--- config.mk ---
export PLATFORM = sky130hd
export DESIGN_NAME = regfile_wr_arbiter
export DESIGN_NICKNAME = d
export VERILOG_FILES = /design/src/rtl/regfile_pkg.sv /design/src/rtl/aux_wb_fifo.sv /design/src/rtl/regfile_wr_arbiter.sv
export SDC_FILE = /design/constraint.sdc
export NUM_CORES = 1
export LEC_CHECK = 0
export ABC_AREA = 0
export CAP_MARGIN = 25
export CELL_PAD_IN_SITES_DETAIL_PLACEMENT = 1
export CELL_PAD_IN_SITES_GLOBAL_PLACEMENT = 1
export CORE_MARGIN = 2
export CORE_UTILIZATION = 40
export DETAILED_ROUTE_END_ITERATION = 6
export HOLD_SLACK_MARGIN = 0.15
export PLACE_DENSITY = 0.73
export SYNTH_ARGS = -nofsm -noshare
export SYNTH_HDL_FRONTEND = slang
export SYNTH_HIERARCHICAL = 1
export SYNTH_SLANG_ARGS = --single-unit
--- constraint.sdc ---
create_clock -name clk -period 4.5 [get_ports clk]
set_input_delay 0.9 -clock clk [delete_from_list [all_inputs] [get_ports clk]]
set_output_delay 0.9 -clock clk [all_outputs]
set_load 0.02 [all_outputs]
--- src/rtl/regfile_pkg.sv ---
// Shared widths and entry type for the register-file write path.
package regfile_pkg;

    localparam int unsigned DATA_W = 32;
    localparam int unsigned ADDR_W = 5;

    localparam logic [ADDR_W-1:0] REG_ZERO = '0;

    typedef struct packed {
        logic [ADDR_W-1:0] wreg;
        logic [DATA_W-1:0] wdata;
        logic              kill;
    } wb_entry_t;

endpackage

--- src/rtl/aux_wb_fifo.sv ---
// Auxiliary writeback queue: storage, per-entry valid/kill bits, kill-by-address
// and pending lookup for two read ports.
module aux_wb_fifo #(
    parameter int unsigned DATA_W = 32,
    parameter int unsigned ADDR_W = 5,
    parameter int unsigned DEPTH  = 4
) (
    input  logic                       clk,
    input  logic                       rst_n,
    input  logic                       push,
    input  logic [ADDR_W-1:0]          push_wreg,
    input  logic [DATA_W-1:0]          push_wdata,
    input  logic                       pop,
    input  logic                       kill_en,
    input  logic [ADDR_W-1:0]          kill_wreg,
    input  logic [ADDR_W-1:0]          rd_reg1,
    input  logic [ADDR_W-1:0]          rd_reg2,
    output logic [$clog2(DEPTH+1)-1:0] count,
    output logic [ADDR_W-1:0]          head_wreg,
    output logic [DATA_W-1:0]          head_wdata,
    output logic                       head_live,
    output logic                       rd1_pending,
    output logic                       rd2_pending
);

    localparam int unsigned PtrW = $clog2(DEPTH);
    localparam int unsigned CntW = $clog2(DEPTH + 1);

    logic [ADDR_W-1:0] wreg_mem [DEPTH];
    logic [DATA_W-1:0] data_mem [DEPTH];
    logic [DEPTH-1:0]  valid_q, valid_d;
    logic [DEPTH-1:0]  kill_q, kill_d;
    logic [PtrW-1:0]   rd_ptr_q, wr_ptr_q;
    logic [CntW-1:0]   count_q;

    // A push lands in a slot that is never valid, so it cannot be killed this cycle.
    always_comb begin
        valid_d = valid_q;
        kill_d  = kill_q;
        for (int i = 0; i < DEPTH; i++) begin
            if (kill_en && valid_q[i] && (wreg_mem[i] == kill_wreg)) begin
                kill_d[i] = 1'b1;
            end
        end
        if (pop) begin
            valid_d[rd_ptr_q] = 1'b0;
            kill_d[rd_ptr_q]  = 1'b0;
        end
        if (push) begin
            valid_d[wr_ptr_q] = 1'b1;
            kill_d[wr_ptr_q]  = 1'b0;
        end
    end

    always_ff @(posedge clk or negedge rst_n) begin
        if (!rst_n) begin
            valid_q  <= '0;
            kill_q   <= '0;
            rd_ptr_q <= '0;
            wr_ptr_q <= '0;
            count_q  <= '0;
        end else begin
            valid_q <= valid_d;
            kill_q  <= kill_d;
            if (pop) begin
                rd_ptr_q <= rd_ptr_q + 1'b1;
            end
            if (push) begin
                wr_ptr_q <= wr_ptr_q + 1'b1;
            end
            case ({push, pop})
                2'b10:   count_q <= count_q + CntW'(1);
                2'b01:   count_q <= count_q - CntW'(1);
                default: count_q <= count_q;
            endcase
        end
    end

    always_ff @(posedge clk) begin
        if (push) begin
            wreg_mem[wr_ptr_q] <= push_wreg;
            data_mem[wr_ptr_q] <= push_wdata;
        end
    end

    always_comb begin
        rd1_pending = 1'b0;
        rd2_pending = 1'b0;
        for (int i = 0; i < DEPTH; i++) begin
            if (valid_q[i] && !kill_q[i]) begin
                if ((rd_reg1 != '0) && (wreg_mem[i] == rd_reg1)) rd1_pending = 1'b1;
                if ((rd_reg2 != '0) && (wreg_mem[i] == rd_reg2)) rd2_pending = 1'b1;
            end
        end
    end

    assign count      = count_q;
    assign head_wreg  = wreg_mem[rd_ptr_q];
    assign head_wdata = data_mem[rd_ptr_q];
    assign head_live  = (count_q != '0) && !kill_q[rd_ptr_q];

endmodule

--- src/rtl/regfile_wr_arbiter.sv ---
// Arbitrates the register-file write port between core writeback (priority) and a
// queued auxiliary path, with starvation protection and stale-result kill.
module regfile_wr_arbiter #(
    parameter int unsigned DATA_W     = regfile_pkg::DATA_W,
    parameter int unsigned ADDR_W     = regfile_pkg::ADDR_W,
    parameter int unsigned DEPTH      = 4,
    parameter int unsigned STARVE_MAX = 4
) (
    input  logic                       clk,
    input  logic                       rst_n,
    input  logic                       core_we,
    input  logic [ADDR_W-1:0]          core_wreg,
    input  logic [DATA_W-1:0]          core_wdata,
    output logic                       core_stall,
    input  logic                       aux_valid,
    output logic                       aux_ready,
    input  logic [ADDR_W-1:0]          aux_wreg,
    input  logic [DATA_W-1:0]          aux_wdata,
    input  logic [ADDR_W-1:0]          rd_reg1,
    input  logic [ADDR_W-1:0]          rd_reg2,
    output logic                       rd1_pending,
    output logic                       rd2_pending,
    output logic                       rf_we,
    output logic [ADDR_W-1:0]          rf_wreg,
    output logic [DATA_W-1:0]          rf_wdata,
    output logic [$clog2(DEPTH+1)-1:0] fifo_count
);

    import regfile_pkg::*;

    localparam int unsigned CntW = $clog2(DEPTH + 1);
    localparam int unsigned StW  = $clog2(STARVE_MAX + 1);

    logic [CntW-1:0]   count;
    logic [ADDR_W-1:0] head_wreg;
    logic [DATA_W-1:0] head_wdata;
    logic              head_live;
    logic              fifo_empty, fifo_full;
    logic              core_req, starve_grant, core_grant, pop, push;
    logic [StW-1:0]    starve_q, starve_d;

    assign fifo_empty   = (count == '0);
    assign fifo_full    = (count == CntW'(DEPTH));
    assign core_req     = core_we && (core_wreg != ADDR_W'(REG_ZERO));
    assign starve_grant = (starve_q == StW'(STARVE_MAX)) && head_live;
    assign core_grant   = core_req && !starve_grant;
    // A killed head still drains when the core leaves the port idle.
    assign pop          = starve_grant || (!core_req && !fifo_empty);
    assign push         = aux_valid && !fifo_full && (aux_wreg != ADDR_W'(REG_ZERO));

    aux_wb_fifo #(
        .DATA_W (DATA_W),
        .ADDR_W (ADDR_W),
        .DEPTH  (DEPTH)
    ) u_fifo (
        .clk         (clk),
        .rst_n       (rst_n),
        .push        (push),
        .push_wreg   (aux_wreg),
        .push_wdata  (aux_wdata),
        .pop         (pop),
        .kill_en     (core_grant),
        .kill_wreg   (core_wreg),
        .rd_reg1     (rd_reg1),
        .rd_reg2     (rd_reg2),
        .count       (count),
        .head_wreg   (head_wreg),
        .head_wdata  (head_wdata),
        .head_live   (head_live),
        .rd1_pending (rd1_pending),
        .rd2_pending (rd2_pending)
    );

    always_comb begin
        starve_d = starve_q;
        if (pop || fifo_empty) begin
            starve_d = '0;
        end else if (core_grant && head_live && (starve_q != StW'(STARVE_MAX))) begin
            starve_d = starve_q + StW'(1);
        end
    end

    always_ff @(posedge clk or negedge rst_n) begin
        if (!rst_n) begin
            starve_q <= '0;
        end else begin
            starve_q <= starve_d;
        end
    end

    always_comb begin
        rf_we    = 1'b0;
        rf_wreg  = core_wreg;
        rf_wdata = core_wdata;
        if (starve_grant) begin
            rf_we    = 1'b1;
            rf_wreg  = head_wreg;
            rf_wdata = head_wdata;
        end else if (core_req) begin
            rf_we = 1'b1;
        end else if (!fifo_empty) begin
            rf_we    = head_live;
            rf_wreg  = head_wreg;
            rf_wdata = head_wdata;
        end
        if (!rst_n) begin
            rf_we = 1'b0;
        end
    end

    assign core_stall = rst_n && starve_grant;
    assign aux_ready  = rst_n && !fifo_full;
    assign fifo_count = count;

endmodule

**Word level (Yosys, flattened, before mapping)**

Memory sizes are Yosys's and may differ from the RTL's.
Cells that the tools add are included.

- Memories: 2
- Bits of input ports: 88
- Bits in registers: 18
- Output and inout port bits: 45
- Memory bits (writable): 148
- Logic and storage cells: 137

Memory list:

| memory | depth | bits a word | read ports | clocked after memory_dff | wr ports | line | RTL |
|---|---|---|---|---|---|---|---|
| u_fifo.data_mem | 4 | 32 | 1 | 0 | 1 | aux_wb_fifo.sv:30 | `logic [DATA_W-1:0] data_mem [DEPTH];` |
| u_fifo.wreg_mem | 4 | 5 | 5 | 0 | 1 | aux_wb_fifo.sv:29 | `logic [ADDR_W-1:0] wreg_mem [DEPTH];` |

- Equality and inequality tests: 17
- Magnitude comparators: 4
- Bitwise logic cells: 6
- Mux-type cells: 45
- Add/sub/neg operators: 5
- Reductions and logical operators: 52

Operator list:

| operator | count |
|---|---|
| 32-bit two-way mux | 3 |
| 5-bit equality test | 12 |
| 1-bit logical AND | 33 |
| 1-bit two-way mux | 29 |
| 5-bit nonzero test | 4 |
| 4-bit two-way mux | 4 |
| 5-bit two-way mux | 3 |
| 4-bit AND | 3 |
| 1-bit zero test | 9 |
| 4-bit inverter | 2 |
| 3-bit by 1-bit adder with 3-bit output (second input constant) | 2 |
| 3-bit equality test (second input constant) | 2 |
| 2-bit by 3-bit less-than comparator with 1-bit output (second input constant) | 2 |
| 3-bit two-way mux | 2 |
| 3-bit case mux with 2 select lines | 1 |
| 2-bit by 1-bit adder with 2-bit output (second input constant) | 2 |
| 1-bit demux with 2-bit select | 2 |
| 2-bit by 1-bit greater-or-equal comparator with 1-bit output (second input constant) | 2 |
| 4-bit OR | 1 |
| 2-bit nonzero test | 2 |
| 3-bit zero test | 1 |
| 3-bit != test (second input constant) | 1 |
| 3-bit nonzero test | 1 |
| 3-bit by 1-bit subtractor with 3-bit output (second input constant) | 1 |
| other kinds (4) | 5 |

**Longest topological paths before layout**

Gate-level depths: netlist (run 1).

- Depth in word-level cells: 14
- Gate-level depth with buffers: 16
- Gate-level depth less buffers: 11

**By module**

Netlist (run 1), hierarchy kept.

By module, submodules not included:

| module | sequential area each (um2) | area an instance (um2) | cells each | times used |
|---|---|---|---|---|
| aux_wb_fifo | 4819.6 | 6886.6 | 364 | 1 |
| regfile_wr_arbiter | 75.1 | 812.0 | 91 | 1 |

**Least setup slack after synthesis (run 1)**

OpenSTA, ideal clock, no wires.

- Path type: register to output
- Start: register u_fifo.rd_ptr_q[0]
- End: output port rf_wreg[0]
- Arrival: 2.624 ns
- Cell stages (with the launch flop): 11
- Required time: 3.600 ns
- Slack: 0.976 ns
- Buffers on the path: 5
- Path through: dfrtp_1 -> buf_6 -> buf_6 -> mux4_2 -> nor2_1 -> and3_1 -> clkbuf_1 -> a21oi_2 -> buf_6 -> buf_6 -> o21ai_0

- Word-level cells in the longest chain between the ends: 6
- Elaborated cells on any way between the ends: 9
- Classes of those cells: mux: 5; reduce/logical: 3; memory: 1

Ends and longest elaborated chain:

| item | line | RTL |
|---|---|---|
| start, declared | aux_wb_fifo.sv:33 | `logic [PtrW-1:0] rd_ptr_q, wr_ptr_q;` |
| start signal, assigned | aux_wb_fifo.sv:66 | `rd_ptr_q <= rd_ptr_q + 1'b1;` |
| 1-bit binary-select mux with 2-bit select | aux_wb_fifo.sv:100 | `assign head_live = (count_q != '0) && !kill_q[rd_ptr_q];` |
| 1-bit two-way mux (implied by the code) | aux_wb_fifo.sv:100 |  |
| 1-bit zero test | aux_wb_fifo.sv:100 |  |
| 1-bit logical AND | aux_wb_fifo.sv:100 |  |
| via head_live | regfile_wr_arbiter.sv:37 | `logic head_live;` |
| 1-bit logical AND | regfile_wr_arbiter.sv:45 | `assign starve_grant = (starve_q == StW'(STARVE_MAX)) && head_live;` |
| 5-bit two-way mux | regfile_wr_arbiter.sv:95 | `if (starve_grant) begin` |
| end, declared | regfile_wr_arbiter.sv:24 | `output logic [ADDR_W-1:0] rf_wreg,` |

The timed path passes the listed nets, and every way through them passes these cells. The select of a mux whose other input is x is not followed.

**Final worst setup path (run 1)**

- Start: input port core_wreg[2]
- End: output port rf_wdata[18]

- Word-level cells in the longest chain between the ends: 4

Ends and longest elaborated chain:

| item | line | RTL |
|---|---|---|
| start, declared | regfile_wr_arbiter.sv:12 | `input logic [ADDR_W-1:0] core_wreg,` |
| 5-bit nonzero test | regfile_wr_arbiter.sv:44 | `assign core_req = core_we && (core_wreg != ADDR_W'(REG_ZERO));` |
| 1-bit logical AND | regfile_wr_arbiter.sv:44 |  |
| 32-bit two-way mux | regfile_wr_arbiter.sv:99 | `end else if (core_req) begin` |
| 32-bit two-way mux | regfile_wr_arbiter.sv:95 |  |
| end, declared | regfile_wr_arbiter.sv:25 | `output logic [DATA_W-1:0] rf_wdata,` |

No other way between the ends.

==> results of run 1 <==
-- stage by stage --
step | util | setup slack (ns) | power (mW) | std cells | cell area (µm²)
global placement | 0.497 | 0.367 | 4.47 | 811 | 9320
CTS | 0.527 | 0.252 | 5.96 | 843 | 9890
floorplan | - | 0.976 | 3.68 | 455 | 7700
detailed placement | 0.497 | 0.319 | 4.54 | 811 | 9320
global route | 0.527 | 0.0952 | 6.18 | 843 | 9890
finish | 0.527 | 0.315 | 5.88 | 843 | 9890
-- synth_stat cells, drive strengths merged, types with 11 or more instances --
| cell | number |
|---|---|
| edfxtp | 148 |
| mux4 | 38 |
| xnor2 | 37 |
| mux2 | 32 |
| xor2 | 28 |
| buf | 23 |
| dfrtp | 18 |
| inv | 17 |
| nor3 | 16 |
| o21ai | 15 |
| ha | 11 |
-- layer usage --
| metal | wire (µm) | track usage | vias up |
|---|---|---|---|
| met5 | 0 | 0 | - |
| met4 | 173 | 0.0526 | 0 |
| met3 | 773 | 0.0409 | 13 |
| met2 | 9590 | 0.331 | 106 |
| met1 | 7780 | 0.235 | 2320 |
| li1 | - | - | 2029 |
-- area by class of cell --
| cell class | count | area share |
|---|---|---|
| clock buffers | 18 | 0.0434 |
| repair buffers | 147 | 0.149 |
| multi-input cells | 247 | 0.263 |
| well taps | 234 | 0.0296 |
| flip-flops and latches | 166 | 0.495 |
| inverters | 17 | 0.00645 |
| clock inverters | 14 | 0.0140 |
-- logic make-up (layout without fill, tap and decap cells) --
family                     Yosys count  count (layout)  synth area share
buffers and inverters               42             196            0.0286
adders and majority gates           12              12            0.0205
xor gates and xnor gates            65              65            0.0739
muxes                               71              71             0.166
and+or+nand+nor                     66              66            0.0457
DFF                                166             166             0.636
AOI/OAI and AO/OA                   33              33            0.0294
-- cell usage in the layout, fill, tap and decap left out, drive strengths merged --
master / n
a211oi: 2
a21boi: 1
a21o: 4
a21oi: 6
a41oi: 4
and2: 6
and3: 1
buf: 15
bufinv: 1
clkbuf: 18
clkdlybuf4s50: 132
clkinv: 3
clkinvlp: 2
dfrtp: 18
edfxtp: 148
fa: 1
ha: 11
inv: 25
mux2: 32
mux2i: 1
mux4: 38
nand2: 10
nand2b: 4
nand4: 8
nor2: 10
nor3: 16
nor3b: 3
nor4: 6
o21ai: 15
o22a: 1
or3: 1
or4: 1
xnor2: 37
xor2: 28
-- power by group --
part,switching (mW),total [mW],internal (mW)
registers,0.165,2.20,2.04
clock network,0.625,1.40,0.779
logic,1.15,2.27,1.12
total,1.94,5.88,3.94
-- worst max path at each step --
| stage | end | slack (ns) | from | cells past startpoint |
|---|---|---|---|---|
| global placement | rf_wdata[10] | 0.37 | core_wreg[1] | 7 |
| CTS | rf_wdata[18] | 0.25 | u_fifo/kill_q[3] | 7 |
| global route | rf_wdata[29] | 0.1 | u_fifo/rd_ptr_q[0] | 7 |
| floorplan | rf_wreg[0] | 0.98 | u_fifo/rd_ptr_q[0] | 10 |
| detailed placement | rf_wdata[18] | 0.32 | core_wreg[2] | 7 |
| finish | rf_wdata[18] | 0.32 | core_wreg[2] | 7 |
-- worst reg2reg max path: cells and delay by family (launching register included) --
kind	cells	cell delay (ns)
simple gates	3	0.92
buf+inv	3	0.37
compound gates	1	0.10
mux	1	0.47
flops	1	0.40
fa+ha+maj	2	0.55
xor+xnor	2	0.31
-- registers in the layout, indices dropped and copies added (netlist names) --
register	cells
u_fifo/valid_q	4
u_fifo/wreg_mem	20
starve_q	3
u_fifo/rd_ptr_q	2
u_fifo/count	3
u_fifo/data_mem	128
u_fifo/kill_q	4
u_fifo/wr_ptr_q	2
==> impl_results.md, run 1 <==
* Status: finished, final reports clean
* Largest cells by area after synthesis: edfxtp_1 (58%), mux4_2 (11%), dfrtp_1 (5.9%)
* Endpoint class of the critical path: primary output
* PwrDens at slightly below 600 nW/µm²
* Share of the synthesized area in the top cell type at 0.577
* Synthesized area per cell at 16.9 µm²
* Highest Clock Rate at 239 MHz
* Buf/Inv on CP at 3
* CTS tree: built
* Post-layout nets at about 700
* DRC violations left at 0
* Synth Flop Type: edfxtp_1
* Antenna cell count at 0
* Min-Delay Path Class: register to register
* CTS resizes at 0
* P&R area growth vs syn at 28.5%
* WP data arrival at 3.28 ns
* Starting Density at 0.410
* Detailed Route Iter0 Violations at ~280
* Vias per cell at about 5.3
* Synth warn at 6
* Hold Vio Cnt, Final at 0
* RSZ-0062 raised after global routing: no
* Fill cell count at 1781
* Crit path max fanout at 33
* Maximum root-to-sink buffer count at 2
* Synth async-reset ratio at 0.108
* Yosys reg bits at around 170
* Die H at between 100 and 150 µm
* Leak at 3.44 nW
* H-Tree Depth at 4
* Final max-slew violation count at 0
* Clock Latency Late Sink at 0.42 ns
* CP required at approximately 3.6 ns
* Register area at 4900 µm²
* Post-CTS Repair Setup Buffers at 0
* Drt first pass iters at 4
* Leading area contributor after synthesis: edfxtp_1
* CP Cell Sequence: clkdlybuf4s50_1 > or4_4 > o21ai_4 > a21oi_4 > buf_12 > mux2_4 > clkdlybuf4s50_1
* Final setup viols at 0
* Setup Skew at roughly 0.0092 ns
* R2r startpoint: u_fifo/kill_q[3]
* CTS root buffer: clkbuf_16
* Cell family with most CP delay: buffers and inverters
* EDFF count, synth at ~150
* Hold Path End: u_fifo/valid_q[0]
* Overflow after GRT at 0
* Tcrit/Tclk final at 0.930
* Post-route antenna net violation count at 0
* Die area at about 20000 µm²
* Total wire length at around 18 mm
* HPWL after DPL at roughly 13 mm
* Antenna violations before repair at 0
* Most used cell along the critical path: clkdlybuf4s50_1
* Netlist cell types at 36
* MaxCap Viol Count at 0
* Reg2reg setup slack at approximately 1.3 ns
* First-pass GRT wire length at ~28 mm
* CP max stage cell: or4_4
* Synth Cell Area at just under 8000 µm²
* Sink Count at approximately 170
* Largest net degree at the start of global routing at 42
* CP startpoint kind: primary input
* # IOs at 133
* Share of cells above drive strength 1 at 0.209
* Worst-margin pin slew at between 0.8 and 0.9 ns
* Cell Rows at 50
* R2r worst-path depth at 12
* Vias post-DR at about 4500
* Post-synthesis sequential area ratio at 0.636
* Crit-path max cell delay at about 0.54 ns
* I/O Buffers at about 130
* Setup TNS at 0 ns
* Wirelength per Cell at between 20 and 25 µm
* Hold path start: u_fifo/valid_q[0]
* Reg-to-Reg End: u_fifo/count[2]
* Hold Path Depth at 1
* Die width at 143 µm
* Core ar. at between 15000 and 20000 µm²
* Synth Net Count at 555
* CTS Buf Count at 17
* Worst VDD drop at ~0.00034 V
* Slew HR at 0.440
* Cts hold-fix bufs at 0
* Hold slack at 0.509 ns
* Total track usage at 0.188
* Vias in the first global route at 4985
* CP Class: primary input to primary output
* RePlAce Congestion at 0.808
* Minimum clock period at ~4.2 ns
* Multi-input logic area at roughly 2600 µm²
* Clock Pin Slew Worst Setup and Hold Paths at ~0.06 ns
* Post-synthesis cell count at approximately 460
Power figures use the tool's default switching activity.
==> run 2: changes to the inputs <==
--- a/config.mk
+++ b/config.mk
@@ -5,15 +5,13 @@
 export SDC_FILE = /design/constraint.sdc
 export NUM_CORES = 1
 export LEC_CHECK = 0
-export ABC_AREA = 0
 export CAP_MARGIN = 25
 export CELL_PAD_IN_SITES_DETAIL_PLACEMENT = 1
 export CELL_PAD_IN_SITES_GLOBAL_PLACEMENT = 1
-export CORE_MARGIN = 2
-export CORE_UTILIZATION = 40
+export CORE_UTILIZATION = 45
 export DETAILED_ROUTE_END_ITERATION = 6
 export HOLD_SLACK_MARGIN = 0.15
-export PLACE_DENSITY = 0.73
+export PLACE_DENSITY = 0.81
 export SYNTH_ARGS = -nofsm -noshare
 export SYNTH_HDL_FRONTEND = slang
 export SYNTH_HIERARCHICAL = 1
==> run 2 against run 1 <==
Global-route usage increased by 3.6 points; utilization is 6.7 points higher; combinational power hardly changed; sequential power about the same; fmax is 1.4% lower; critical path depth stayed put; clock-buffer cell count decreased by 1; register-to-register slack improved by 0.06 ns; final cell count down 1.8%; worst hold slack got worse by 0.0013 ns; design area about the same; power up 0.21%.
==> impl_results.md, run 2 (synthesized netlist as in run 1, its figures left out) <==
* CP required at 3.60 ns
* CTS root buffer: clkbuf_16
* Overflow after GRT at 0
* Vias per cell at 5.43
* CP max stage cell: clkdlybuf4s50_1
* Commonest non-fill, non-tap cell in the layout: edfxtp_1
* Hold slack at around 0.51 ns
* Final max-slew violation count at 0
* Worst VDD drop at roughly 0.00033 V
* Sequential power share at 0.375
* Crit-path max cell delay at ~0.64 ns
* Post-layout nets at 695
* Min-Delay Path Class: register to register
* Status: finished, final reports clean
* Endpoint class of the critical path: primary output
* First-pass GRT wire length at 28.8 mm
* Most used cell along the critical path: clkdlybuf4s50_1
* Comb power frac at 0.390
* # placed instances at 796
* Detailed Route Iter0 Violations at approximately 290
* CP Class: primary input to primary output
* Post-route antenna net violation count at 0
* Cell Int Power at 3.94 mW
* Non-filler cells, final at 828
* Cell Rows at between 40 and 50
* MaxCap Viol Count at 0
* Worst-margin pin slew at between 0.8 and 0.9 ns
* Leak at between 3 and 4 nW
* Clock power share at 0.235
* Antenna cell count at 0
* Largest Register: u_fifo/data_mem
* Total Power at ~6 mW
* CP startpoint kind: primary input
* Cts hold-fix bufs at 0
* Total track usage at 0.224
* Crit path max fanout at 38
* Clock Pin Slew Worst Setup and Hold Paths at 0.06 ns
* Wirelength per Cell at approximately 22 µm
* Maximum root-to-sink buffer count at 2
* Biggest registers after layout: u_fifo/data_mem x128, u_fifo/wreg_mem x20
* DRC violations left at 0
* Buf/Inv on CP at 3
* PwrDens at just under 600 nW/µm²
* CTS Buf Count at 17
* Switching Power at around 1.9 mW
* Antenna violations before repair at 0
* Die area at 17600 µm²
* Minimum clock period at ~4.2 ns
* Sink Count at 166
* Largest net degree at the start of global routing at 42
* Core ar. at about 17000 µm²
* HPWL after DPL at 12.9 mm
* Setup TNS at 0 ns
* Setup Skew at about 0.010 ns
* Largest register FFs at 128
* CP Cell Sequence: clkdlybuf4s50_1 > or4_4 > o21ai_4 > a21oi_4 > buf_12 > mux2_2 > clkdlybuf4s50_1
* Tcrit/Tclk final at 0.944
* RePlAce Congestion at 0.849
* Clock Latency Late Sink at approximately 0.43 ns
* Slew HR at 0.460
* Sw Share at 0.330
* Share of cells above drive strength 1 at 0.207
* Die width at roughly 130 µm
* Cell family with most CP delay: buffers and inverters
* Leading cell types in the layout, fill and taps excluded: edfxtp_1 (148), clkdlybuf4s50_1 (132), mux4_2 (38), xnor2_1 (37), xor2_1 (28)
* Post-CTS Repair Setup Buffers at 0
* Hold Vio Cnt, Final at 0
* H-Tree Depth at 4
* Drt first pass iters at 4
* Final setup viols at 0
* Highest Clock Rate at ~240 MHz
* # IOs at about 130
* WP data arrival at 3.35 ns
* Total wire length at about 19 mm
* Die H at about 130 µm
* CTS resizes at 0
* P&R area growth vs syn at 28.4%
* RSZ-0062 raised after global routing: no
* I/O Buffers at roughly 130
* CTS tree: built
* Vias in the first global route at slightly above 5000
* Starting Density at 0.463
* Vias post-DR at ~4500
[run 2: cell count changes in the layout (fill, tap and decap cells not counted), sizes merged]
cell / previous run / this run
clkinv: 3 / 7
inv: 25 / 23
clkbuf: 18 / 17
buf: 15 / 14
clkinvlp: 2 / 1
[run 2: worst paths after layout]
| path | startpoint | endpoint | slack, ns | depth (start not counted) |
|---|---|---|---|---|
| setup / recovery | core_wreg[1] | rf_wdata[23] | 0.25 | 7 |
| hold reg to reg | u_fifo/valid_q[3] | u_fifo/valid_q[3] | 0.51 | 1 |
| min in group asynchronous | rst_n | u_fifo/count[0] | 0.98 | 2 |
| setup reg to reg | u_fifo/kill_q[3] | u_fifo/count[2] | 1.36 | 12 |
| max in group asynchronous | rst_n | u_fifo/rd_ptr_q[0] | 3.31 | 2 |
| hold / removal | u_fifo/valid_q[3] | u_fifo/valid_q[3] | 0.51 | 1 |
[run 2: layout make-up]
cell class,count,area (µm²)
repair buffers,146,1490
fillers,1496,6760
clock buffers,17,425
inverters,17,63.8
clock inverters,15,140
flip-flops and latches,166,4900
well taps,220,275
multi-input cells,247,2600
[run 2: per-stage QoR]
stage	setup WS [ns]	cell area (µm²)	util
2_1_floorplan	0.976	7700	-
3_3_place_gp	0.321	9320	0.560
3_5_place_dp	0.290	9320	0.560
4_1_cts	0.249	9890	0.594
5_1_grt	0.190	9890	0.594
6_report	0.254	9890	0.594
[run 2: power by group through the flow]
stage	clock network, mW	logic, mW	registers [mW]
2_1_floorplan	0	1.48	2.20
3_3_place_gp	0	2.25	2.21
6_report	1.38	2.30	2.21
4_1_cts	1.41	2.34	2.21
5_1_grt	1.46	2.47	2.24
3_5_place_dp	0	2.31	2.24
[run 2: layer usage]
metal,global-route usage,share of wire,vias to the layer above
met3,0.0579,0.053,22
met4,0.0754,0.011,0
met5,0,0,-
met2,0.391,0.53,145
met1,0.269,0.41,2301
li1,-,-,2030
